$ cat src/rtl/regfile_writeback_if.sv
// Signal bundle between the MEM stage, the decode stage, the register file and
// the write-back stage. The write-back stage connects through the slave modport.
interface regfile_writeback_if #(
    parameter int unsigned DATA_W = 32,
    parameter int unsigned ADDR_W = 5,
    parameter int unsigned CNT_W  = 16
);
    logic              stall;
    logic              flush;
    logic              in_valid;
    logic              in_reg_write;
    logic              in_mem_to_reg;
    logic              in_reg_dst;
    logic [ADDR_W-1:0] in_rt_addr;
    logic [ADDR_W-1:0] in_rd_addr;
    logic [DATA_W-1:0] in_alu_result;
    logic [DATA_W-1:0] in_mem_data;
    logic [ADDR_W-1:0] id_rs_addr;
    logic [ADDR_W-1:0] id_rt_addr;
    logic [DATA_W-1:0] rf_read0_data;
    logic [DATA_W-1:0] rf_read1_data;
    logic              we;
    logic              reg_dst;
    logic [ADDR_W-1:0] write0_addr;
    logic [ADDR_W-1:0] write1_addr;
    logic [DATA_W-1:0] write_data;
    logic [DATA_W-1:0] fwd_read0_data;
    logic [DATA_W-1:0] fwd_read1_data;
    logic [CNT_W-1:0]  wb_count;

    modport master (
        output stall, flush, in_valid, in_reg_write, in_mem_to_reg, in_reg_dst,
               in_rt_addr, in_rd_addr, in_alu_result, in_mem_data,
               id_rs_addr, id_rt_addr, rf_read0_data, rf_read1_data,
        input  we, reg_dst, write0_addr, write1_addr, write_data,
               fwd_read0_data, fwd_read1_data, wb_count
    );

    modport slave (
        input  stall, flush, in_valid, in_reg_write, in_mem_to_reg, in_reg_dst,
               in_rt_addr, in_rd_addr, in_alu_result, in_mem_data,
               id_rs_addr, id_rt_addr, rf_read0_data, rf_read1_data,
        output we, reg_dst, write0_addr, write1_addr, write_data,
               fwd_read0_data, fwd_read1_data, wb_count
    );
endinterface

$ cat src/rtl/regfile_writeback.sv
// Write-back stage: registers MEM results, drives the register file write port
// exactly once per instruction, bypasses the in-flight write and counts commits.
module regfile_writeback #(
    parameter int unsigned DATA_W = 32,
    parameter int unsigned ADDR_W = 5,
    parameter int unsigned CNT_W  = 16
) (
    input logic               clk,
    input logic               rst_all,
    regfile_writeback_if.slave bus
);
    typedef enum logic [1:0] {
        IDLE  = 2'd0,
        WRITE = 2'd1,
        HELD  = 2'd2
    } state_t;

    state_t            state_q, state_d;
    logic              we;
    logic              wr_ok;
    logic [ADDR_W-1:0] dest;
    logic              reg_dst_q;
    logic [ADDR_W-1:0] write0_addr_q;
    logic [ADDR_W-1:0] write1_addr_q;
    logic [DATA_W-1:0] write_data_q;
    logic [CNT_W-1:0]  wb_count_q;
    logic [ADDR_W-1:0] sel_addr;

    assign dest  = bus.in_reg_dst ? bus.in_rd_addr : bus.in_rt_addr;
    assign wr_ok = bus.in_valid & bus.in_reg_write & (dest != '0);

    always_ff @(posedge clk) begin
        if (rst_all) state_q <= IDLE;
        else         state_q <= state_d;
    end

    // A stalled WRITE has already committed, so it parks in HELD with we low.
    always_comb begin
        state_d = state_q;
        if (bus.flush) begin
            state_d = IDLE;
        end else if (bus.stall) begin
            state_d = (state_q == IDLE) ? IDLE : HELD;
        end else begin
            state_d = wr_ok ? WRITE : IDLE;
        end
    end

    always_comb begin
        we = (state_q == WRITE);
    end

    always_ff @(posedge clk) begin
        if (rst_all) begin
            reg_dst_q     <= 1'b0;
            write0_addr_q <= '0;
            write1_addr_q <= '0;
            write_data_q  <= '0;
        end else if (!bus.flush && !bus.stall) begin
            reg_dst_q     <= bus.in_reg_dst;
            write0_addr_q <= bus.in_rt_addr;
            write1_addr_q <= bus.in_rd_addr;
            write_data_q  <= bus.in_mem_to_reg ? bus.in_mem_data : bus.in_alu_result;
        end
    end

    always_ff @(posedge clk) begin
        if (rst_all)  wb_count_q <= '0;
        else if (we)  wb_count_q <= wb_count_q + CNT_W'(1);
    end

    assign sel_addr = reg_dst_q ? write1_addr_q : write0_addr_q;

    always_comb begin
        bus.fwd_read0_data = bus.rf_read0_data;
        bus.fwd_read1_data = bus.rf_read1_data;
        if (we && (sel_addr == bus.id_rs_addr) && (bus.id_rs_addr != '0))
            bus.fwd_read0_data = write_data_q;
        if (we && (sel_addr == bus.id_rt_addr) && (bus.id_rt_addr != '0))
            bus.fwd_read1_data = write_data_q;
    end

    assign bus.we          = we;
    assign bus.reg_dst     = reg_dst_q;
    assign bus.write0_addr = write0_addr_q;
    assign bus.write1_addr = write1_addr_q;
    assign bus.write_data  = write_data_q;
    assign bus.wb_count    = wb_count_q;
endmodule

$ cat src/flat_wrapper.sv
// flat-port wrapper written by rule: the top's interface ports become plain ports
module regfile_writeback_flat 
#(
    parameter int unsigned DATA_W = 32,
    parameter int unsigned ADDR_W = 5,
    parameter int unsigned CNT_W  = 16
)
  (clk, rst_all, bus_stall, bus_flush, bus_in_valid, bus_in_reg_write, bus_in_mem_to_reg, bus_in_reg_dst, bus_in_rt_addr, bus_in_rd_addr, bus_in_alu_result, bus_in_mem_data, bus_id_rs_addr, bus_id_rt_addr, bus_rf_read0_data, bus_rf_read1_data, bus_we, bus_reg_dst, bus_write0_addr, bus_write1_addr, bus_write_data, bus_fwd_read0_data, bus_fwd_read1_data, bus_wb_count);
  regfile_writeback_if #(.DATA_W(DATA_W), .ADDR_W(ADDR_W), .CNT_W(CNT_W)) bus_i ();
  input logic clk;
  input logic rst_all;
  input wire logic [$bits(bus_i.stall)-1:0] bus_stall;
  input wire logic [$bits(bus_i.flush)-1:0] bus_flush;
  input wire logic [$bits(bus_i.in_valid)-1:0] bus_in_valid;
  input wire logic [$bits(bus_i.in_reg_write)-1:0] bus_in_reg_write;
  input wire logic [$bits(bus_i.in_mem_to_reg)-1:0] bus_in_mem_to_reg;
  input wire logic [$bits(bus_i.in_reg_dst)-1:0] bus_in_reg_dst;
  input wire logic [$bits(bus_i.in_rt_addr)-1:0] bus_in_rt_addr;
  input wire logic [$bits(bus_i.in_rd_addr)-1:0] bus_in_rd_addr;
  input wire logic [$bits(bus_i.in_alu_result)-1:0] bus_in_alu_result;
  input wire logic [$bits(bus_i.in_mem_data)-1:0] bus_in_mem_data;
  input wire logic [$bits(bus_i.id_rs_addr)-1:0] bus_id_rs_addr;
  input wire logic [$bits(bus_i.id_rt_addr)-1:0] bus_id_rt_addr;
  input wire logic [$bits(bus_i.rf_read0_data)-1:0] bus_rf_read0_data;
  input wire logic [$bits(bus_i.rf_read1_data)-1:0] bus_rf_read1_data;
  output wire logic [$bits(bus_i.we)-1:0] bus_we;
  output wire logic [$bits(bus_i.reg_dst)-1:0] bus_reg_dst;
  output wire logic [$bits(bus_i.write0_addr)-1:0] bus_write0_addr;
  output wire logic [$bits(bus_i.write1_addr)-1:0] bus_write1_addr;
  output wire logic [$bits(bus_i.write_data)-1:0] bus_write_data;
  output wire logic [$bits(bus_i.fwd_read0_data)-1:0] bus_fwd_read0_data;
  output wire logic [$bits(bus_i.fwd_read1_data)-1:0] bus_fwd_read1_data;
  output wire logic [$bits(bus_i.wb_count)-1:0] bus_wb_count;
  assign bus_i.stall = bus_stall;
  assign bus_i.flush = bus_flush;
  assign bus_i.in_valid = bus_in_valid;
  assign bus_i.in_reg_write = bus_in_reg_write;
  assign bus_i.in_mem_to_reg = bus_in_mem_to_reg;
  assign bus_i.in_reg_dst = bus_in_reg_dst;
  assign bus_i.in_rt_addr = bus_in_rt_addr;
  assign bus_i.in_rd_addr = bus_in_rd_addr;
  assign bus_i.in_alu_result = bus_in_alu_result;
  assign bus_i.in_mem_data = bus_in_mem_data;
  assign bus_i.id_rs_addr = bus_id_rs_addr;
  assign bus_i.id_rt_addr = bus_id_rt_addr;
  assign bus_i.rf_read0_data = bus_rf_read0_data;
  assign bus_i.rf_read1_data = bus_rf_read1_data;
  assign bus_we = bus_i.we;
  assign bus_reg_dst = bus_i.reg_dst;
  assign bus_write0_addr = bus_i.write0_addr;
  assign bus_write1_addr = bus_i.write1_addr;
  assign bus_write_data = bus_i.write_data;
  assign bus_fwd_read0_data = bus_i.fwd_read0_data;
  assign bus_fwd_read1_data = bus_i.fwd_read1_data;
  assign bus_wb_count = bus_i.wb_count;
  regfile_writeback #(.DATA_W(DATA_W), .ADDR_W(ADDR_W), .CNT_W(CNT_W)) u_core (.clk(clk), .rst_all(rst_all), .bus(bus_i));
endmodule
$ cat config.mk
export PLATFORM = sky130hd
export DESIGN_NAME = regfile_writeback_flat
export DESIGN_NICKNAME = d
export VERILOG_FILES = /design/src/rtl/regfile_writeback_if.sv /design/src/rtl/regfile_writeback.sv /design/src/flat_wrapper.sv
export SDC_FILE = /design/constraint.sdc
export NUM_CORES = 1
export LEC_CHECK = 0
export ABC_CLOCK_PERIOD_IN_PS = 2820
export CAP_MARGIN = 20
export CORE_AREA = 2 2 109 111
export DETAILED_ROUTE_END_ITERATION = 6
export DIE_AREA = 0 0 111 113
export GPL_TIMING_DRIVEN = 1
export PLACE_DENSITY = 0.86
export SYNTH_ARGS = -nofsm -noshare
export SYNTH_HDL_FRONTEND = slang
export SYNTH_SLANG_ARGS = --single-unit
$ cat constraint.sdc
create_clock -name clk -period 2.82 [get_ports clk]
set_input_delay 0.564 -clock clk [delete_from_list [all_inputs] [get_ports clk]]
set_output_delay 0.564 -clock clk [all_outputs]
set_load 0.1 [all_outputs]
# --- Word level (Yosys, flattened, before mapping) ---
# Cells that the tools add are included.
op_classes:
  n_addsub: 1
  mul: 0
  div: 0
  order_cmp: 0
  eq_ne: 3
  shift: 0
  n_mux: 8
  bitwise_logic: 2
  reduce_logical: 12
op_table:
  columns: ["op", "count"]
  rows:
  - ["two-way mux 32 bit", 3]
  - ["adder 16 x 1 -> 16 bit, second input constant", 1]
  - ["nonzero test 5 bit", 3]
  - ["equality test 5 bit", 2]
  - ["two-way mux 5 bit", 2]
  - ["logical AND 1 bit", 5]
  - ["two-way mux 2 bit", 2]
  - ["AND 1 bit", 2]
  - ["equality test 2 x 1 -> 1 bit, second input constant", 1]
  - ["logical NOT 1 bit", 2]
  - ["logical NOT 2 bit", 1]
  - ["OR reduction 2 bit", 1]
  - ["two-way mux 1 bit", 1]
totals:
  regBits: 61
  latchBits: 0
  ram_bits: 0
  rom_bits: 0
  inputBits: 156
  output_inout_bits: 124
  wordCells: 32
  memories: 0

# --- Depth between registers and ports, before layout ---
# Gate-level depths: netlist of run 1.
logic_depth:
  ltp_word: 5
  depth_mapped: 7
  ltp_nobuf: 6

# --- Least setup slack after synthesis of run 1 ---
# No wires, ideal clock.
synth_path:
  path_kind: "register -> output"
  from: "register u_core.reg_dst_q (netlist: u_core.bus.reg_dst)"
  to: "output bus_fwd_read0_data[21]"
  arrival_ps: 2834
  t_required_ps: 2256
  slack_ps: -578
  path_stages_with_launch: 8
  n_path_buf: 2
  cell_sequence: "dfxtp_1 -> buf_6 -> mux2_4 -> xor2_1 -> nor3_2 -> o2111ai_4 -> buf_6 -> mux2_2"
synth_between:
  elab_chain_cells: 5
synth_rtl:
  columns: ["element", "line_no", "source"]
  rows:
  - ["start: declaration", "regfile_writeback.sv:22", "logic reg_dst_q;"]
  - ["start signal: assignment", "regfile_writeback.sv:60", "reg_dst_q <= bus.in_reg_dst;"]
  - ["two-way mux 5 bit", "regfile_writeback.sv:72", "assign sel_addr = reg_dst_q ? write1_addr_q : write0_addr_q;"]
  - ["equality test 5 bit", "regfile_writeback.sv:77", "if (we && (sel_addr == bus.id_rs_addr) && (bus.id_rs_addr != '0))"]
  - ["logical AND 1 bit (2 in series)", "regfile_writeback.sv:77", null]
  - ["two-way mux 32 bit", "regfile_writeback.sv:77", null]
  - ["end: declaration", "flat_wrapper.sv:31", "output wire logic [$bits(bus_i.fwd_read0_data)-1:0] bus_fwd_read0_data;"]
# No other way between the ends.

# --- Final worst setup path of run 1 ---
layout_path:
  from: "register u_core.reg_dst_q (netlist: u_core.bus.reg_dst)"
  to: "output bus_fwd_read0_data[23]"
# The elaborated chain is that of the path after synthesis.

==> reports/metrics.cfg, run 1 <==
[worst_setup_path]
crit_required_ns = 2.26
rrSetupSlack_ns = 1.07
startpoint_type = register
critical_path_class = register to output port
crit_path_end_kind = output port
worst_ep_arrival_time_ns = 2.48
cp_max_fo = 7

[grt]
antenna_found_initial = 0
grt_pass1_wl_mm = 24.1
grt_overflow = 0
grt_usage_pct = 24.3
first_global_vias = 4281
grt_max_degree = 62

[timing]
finalMaxSlewViolations = 0
finalHoldViolCount = 0
setup_viol = 64
fin_crit_ns = 3.04
clock_skew_ns = 0.00790
grt_setup_unrepaired = yes
slew_headroom_pct = 57.2
max_freq_mhz = 329
min_period_over_period_pct = 108
setup_ws_ns = -0.220
worst_pin_slew_ns = 0.642

[logic_synthesis]
yosys_warnings = 0
synth_area_per_cell_um2 = 9.51
ys_seq_elements = 61
syn_area_um2 = 3570
synth_cell_types = 34
synthCells = 376
ys_seq_area_share_pct = 34.2
synth_nets = 533

[clocking]
cts_tree = built
clock-sinks = 61
cts-buffers-inserted = 9
clk_latency_ns = 0.32
htreeDepth = 3
clk_pin_slew_worst_paths_ns = 0.06
cts-root-buf = clkbuf_16
cts.path.max_buffers = 2

[placement]
place_inst = 785
dp_slack_ns = -0.276
portBuffers = 279
gp_congestion = 0.948
hpwl_mm = 12.2

[cells_and_area]
syn_to_final_growth_pct = 119
fin_cells = 813
diodes = 0
finalNetCount = 822
fin_util_pct = 69.5
drive_above_1_share_pct = 38.5

[floorplanning]
die_y_um = 113
io_pins = 280
core_um2 = 11300
start_util_pct = 31.7
fp.dieW_um = 111
row_count = 39
die_area_um2 = 12500

[routing]
route.vias.total = 4040
first_iter_violations = 138
first_pass_iters = 4
vias_per_cell = 4.97
routed_wl_mm = 15.5
wire_per_inst_um = 19.0
drt.antenna.violating_nets = 0
drc = 0

[worst_hold_path]
holdCritPathClass = register to register

[power_and_ir_drop]
vdd_drop_max_mv = 0.295
power_density_nw_per_um2 = 437
p_leak_uw = 0.00352

[status]
violations = setup timing
outcome = complete, but fails checks

[flow_run]
drv_cap = 0

Yosys cell counts:
cell       instances  area share (%)
dfxtp_1           61              34
mux2_2            61              19
nor2_1            48             5.0
mux2i_1           36              10
a211oi_1          32             6.7
nand2_1           27             2.8
a21oi_1           16             2.2
clkbuf_1          15             1.6
xnor2_1           10             2.5
xor2_1             9             2.2
buf_6              7             2.2
buf_1              5            0.53
mux2_4             5             2.1
nand3_1            5            0.70
nor3_1             5            0.70
nand4_1            4            0.70
nor4_1             4            0.70
o21ai_0            4            0.56
or3_1              4            0.70
and4_1             2            0.49
inv_1              2            0.21
nor3_2             2            0.56
and2_1             1            0.18
and4b_1            1            0.28
buf_2              1            0.14
ha_1               1            0.35
nand3b_1           1            0.21
nand4b_2           1            0.42
nor2b_1            1            0.18
nor4b_1            1            0.25
o2111ai_4          1            0.74
o31ai_1            1            0.21
or2_2              1            0.18
or4_1              1            0.21
through the flow:
stage	instance area (µm²)	hold WS, ns	total power, µW	setup TNS (ns)
2_1_floorplan	3800	0.464	1810	0
3_3_place_gp	7280	0.451	2360	-13.84
3_5_place_dp	7280	0.462	2380	-11.54
6_report	7830	0.474	3420	-9.74
4_1_cts	7840	0.470	3440	-11.91
5_1_grt	7830	0.491	3540	-16.24
final cells by class:
type,instances,area (µm²)
well taps,143,179
repair buffers,306,3630
clock buffers,11,233
inverters,2,7.51
fillers,772,3440
flip-flops and latches,61,1240
clock inverters,5,52.6
multi-input cells,285,2490
registers in the layout, summed over array words and instances, names as in the netlist:
register / flops
u_core.bus.write_data: 32
u_core.bus.write0_addr: 5
u_core.bus.wb_count: 16
u_core.bus.write1_addr: 5
u_core.state_q: 2
u_core.bus.reg_dst: 1
routing by layer:
metal	global-route usage, %	vias to the layer above	wire, µm
li1	-	1938	-
met1	26.9	1899	5870
met2	45.8	181	8240
met3	5.89	22	998
met4	7.75	0	376
met5	0	-	0
cells in the final DEF (no fill, tap or decap), types with 2 or more instances in the layout:
cell,netlist,layout
nand2_1,27,27
a21oi_1,16,16
inv_1,2,2
nor2_1,48,47
clkbuf_1,15,2
buf_8,0,3
dfxtp_2,0,10
clkbuf_16,0,9
nor3_1,5,4
xor2_1,9,8
nor3_2,2,3
xnor2_2,0,2
nand4_1,4,4
buf_6,7,6
xnor2_1,10,8
nand3_1,5,5
dlygate4sd2_1,0,7
or3_1,4,4
nor4_1,4,3
buf_12,0,70
buf_4,0,70
clkdlybuf4s50_1,0,145
a211oi_1,32,32
dfxtp_1,61,50
and4_1,2,2
mux2_2,61,3
o21ai_0,4,4
mux2_4,5,63
mux2i_1,36,33
buf_2,1,2
clkinv_2,0,3
mux2i_4,0,2
buf_16,0,2
what timing repair did:
item	CTS	global route
pin swaps	7	6
setup buffers	12	2
hold buffers	0	0
setup endpoints to repair	64	64
gates cloned	3	0
hold endpoints to repair	0	0
resized for setup	25	11
cells by family after synthesis:
logic type,count (synthesis),synth area share (%)
AOI/OAI and AO/OA,54,10.5
xor gates and xnor gates,19,4.66
adders and majority gates,1,0.350
buffers and inverters,30,4.66
DFF,61,34.2
muxes,102,31.4
and+or+nand+nor,109,14.3
final timing paths:
kind | start | to | cells past startpoint
setup / recovery | u_core.bus.reg_dst$_SDFFE_PP0P_ | bus_fwd_read0_data[23] | 9
hold / removal | u_core.bus.write0_addr[2]$_SDFFE_PP0P_ | u_core.bus.write0_addr[2]$_SDFFE_PP0P_ | 2
setup reg to reg | u_core.state_q[0]$_SDFF_PP0_ | u_core.bus.wb_count[13]$_SDFFE_PP0P_ | 6
hold reg to reg | u_core.bus.write0_addr[2]$_SDFFE_PP0P_ | u_core.bus.write0_addr[2]$_SDFFE_PP0P_ | 2
critical path, stage by stage, from the launching register on:
cell,delay (ns)
dfxtp_4,0.40
buf_6,0.12
mux2i_4,0.31
xnor2_2,0.11
nor3_2,0.19
o2111ai_4,0.19
buf_12,0.19
buf_16,0.14
mux2_4,0.31
buf_12,0.17
power breakdown:
group / switching [µW] / internal, µW
Clock: 373 / 679
Sequential: 49.8 / 903
Combinational: 865 / 553
Note: power is estimated with default switching activity, not from simulation.
==> run 2: changes to the inputs <==
==> constraint.sdc (replaced) <==
create_clock -name clk -period 2.82 [get_ports clk]
set_input_delay 0.282 -clock clk [delete_from_list [all_inputs] [get_ports clk]]
set_output_delay 0.282 -clock clk [all_outputs]
set_load 0.1 [all_outputs]
==> run 2 against run 1 <==
Effect of this change:
- the run now ends clean
- core utilization shrank 4.8 points
- die area is the same
- global-route usage shrank 2.2 points
- via count shrank 3.0%
- critical endpoint is now bus_fwd_read0_data[6]
==> reports/metrics.cfg, run 2 (synthesis gave the netlist of run 1 again) <==
[status]
outcome = completed

[routing]
first_iter_violations = 200
wire_per_inst_um = 18.3
drc = 0
first_pass_iters = 4
drt.antenna.violating_nets = 0
vias_per_cell = 4.93
route.vias.total = 3917
routed_wl_mm = 14.5

[clocking]
clock-sinks = 61
cts.path.max_buffers = 2
cts-root-buf = clkbuf_16
post_cts_buffers = 0
htreeDepth = 3
cts_tree = built
ctsHoldBuffers = 0
clk_pin_slew_worst_paths_ns = 0.05
clk_latency_ns = 0.31
cts-buffers-inserted = 9

[floorplanning]
core_um2 = 11300
io_pins = 280
start_util_pct = 31.7
row_count = 39
die_area_um2 = 12500
die_y_um = 113
fp.dieW_um = 111

[cells_and_area]
syn_to_final_growth_pct = 104
final_cell_mix = clkdlybuf4s50_1 (153), buf_12 (67), buf_4 (65)
drive_above_1_share_pct = 34.7
layout_commonest_cell = clkdlybuf4s50_1
diodes = 0
postLayoutCellArea_um2 = 7300
largest_register_ffs = 32
finalNetCount = 803

[worst_setup_path]
crit_required_ns = 2.54
crit_path_end_kind = output port
critical_path_class = register to output port
reg2reg_from = u_core.state_q[0]$_SDFF_PP0_
cp_max_fo = 32
rrSetupSlack_ns = 1.14
worst_ep_arrival_time_ns = 2.40
startpoint_type = register
reg2reg_to = u_core.bus.wb_count[13]$_SDFFE_PP0P_
worstRegToRegCells = 6
cp-startpoint = u_core.bus.reg_dst$_SDFFE_PP0P_

[placement]
place_area_um2 = 6960
portBuffers = 279
gp_congestion = 0.918
hpwl_mm = 11.8

[worst_hold_path]
holdPathStages = 2
hp-start = rst_all
holdCritPathClass = input pin to register
min_to = u_core.bus.write1_addr[0]$_SDFFE_PP0P_

[timing]
finalMaxSlewViolations = 0
setup_viol = 0
worst_pin_slew_ns = 0.562
clock_skew_ns = 0.00183
fin_crit_ns = 2.69
min_period_over_period_pct = 95.3
grt_setup_unrepaired = no
finalHoldViolCount = 0
finalSetupTns_ns = 0
slew_headroom_pct = 62.5
max_freq_mhz = 372

[power_and_ir_drop]
vdd_drop_max_mv = 0.250
power_density_nw_per_um2 = 475
p_leak_uw = 0.00301

[flow_run]
drv_cap = 0

[grt]
grt_max_degree = 62
grt_pass1_wl_mm = 21.8
grt_overflow = 0
grt_usage_pct = 22.1
antenna_found_initial = 0
first_global_vias = 4054

run 2: how the worst max path moves through the flow:
stage / end / slack, ns / depth (start not counted)
after floorplan: bus_fwd_read0_data[21] / 0.003 / 6
after CTS: bus_fwd_read0_data[29] / 0.09 / 7
after global placement: bus_fwd_read0_data[23] / 0.29 / 7
final: bus_fwd_read0_data[6] / 0.13 / 7
after detailed placement: bus_fwd_read0_data[29] / 0.30 / 7
after global routing: bus_fwd_read0_data[6] / 0.06 / 7
run 2: what timing repair did:
action / 4_1_cts / 5_1_grt
endpoints found under the setup margin: 0 / 28
hold endpoints to repair: 0 / 0
gates resized for setup: 0 / 3
run 2: area by class of cell:
class / instances / area, µm²
tap: 143 / 179
fill: 865 / 3980
clock inverter: 5 / 75.1
multi-input combinational: 285 / 2200
timing repair buffer: 287 / 3370
sequential: 61 / 1230
inverter: 2 / 7.51
clock buffer: 11 / 233
run 2: through the flow:
step	worst slack, ns	util [%]	power, µW	cells	hold slack (ns)
2_1_floorplan	0.00329	-	1780	376	0.359
3_3_place_gp	0.294	61.7	2330	777	0.455
3_5_place_dp	0.302	61.7	2340	777	0.460
4_1_cts	0.0910	64.5	3490	793	0.468
5_1_grt	0.0595	64.7	3570	794	0.303
6_report	0.134	64.7	3470	794	0.297
run 2: where the power goes:
group / internal, µW / leakage, µW / switching [µW]
Clock: 769 / 0.000153 / 372
Combinational: 521 / 0.00235 / 858
Sequential: 902 / 0.000501 / 46.3
Total: 2190 / 0.00301 / 1280
run 2: critical path, cell delays in order, from the launching register on:
cell       delay (ns)
dfxtp_4          0.41
mux2_4           0.34
xor2_1           0.16
nor3_2           0.26
o2111ai_4        0.16
buf_12           0.19
mux2_4           0.34
buf_12           0.17
run 2: metal layers:
metal | share of wire, % | up-vias | GRT usage, %
met4 | 1.8 | 0 | 6.67
met2 | 53 | 175 | 40.0
met5 | 0 | - | 0
met3 | 8.0 | 21 | 6.59
li1 | - | 1899 | -
met1 | 38 | 1822 | 25.3
==> run 3: changes to the inputs <==
- CTS_CLUSTER_DIAMETER: default -> 150
==> results of run 3 <==
Same layout as run 2: the final DEF is identical, and so are final timing and power.
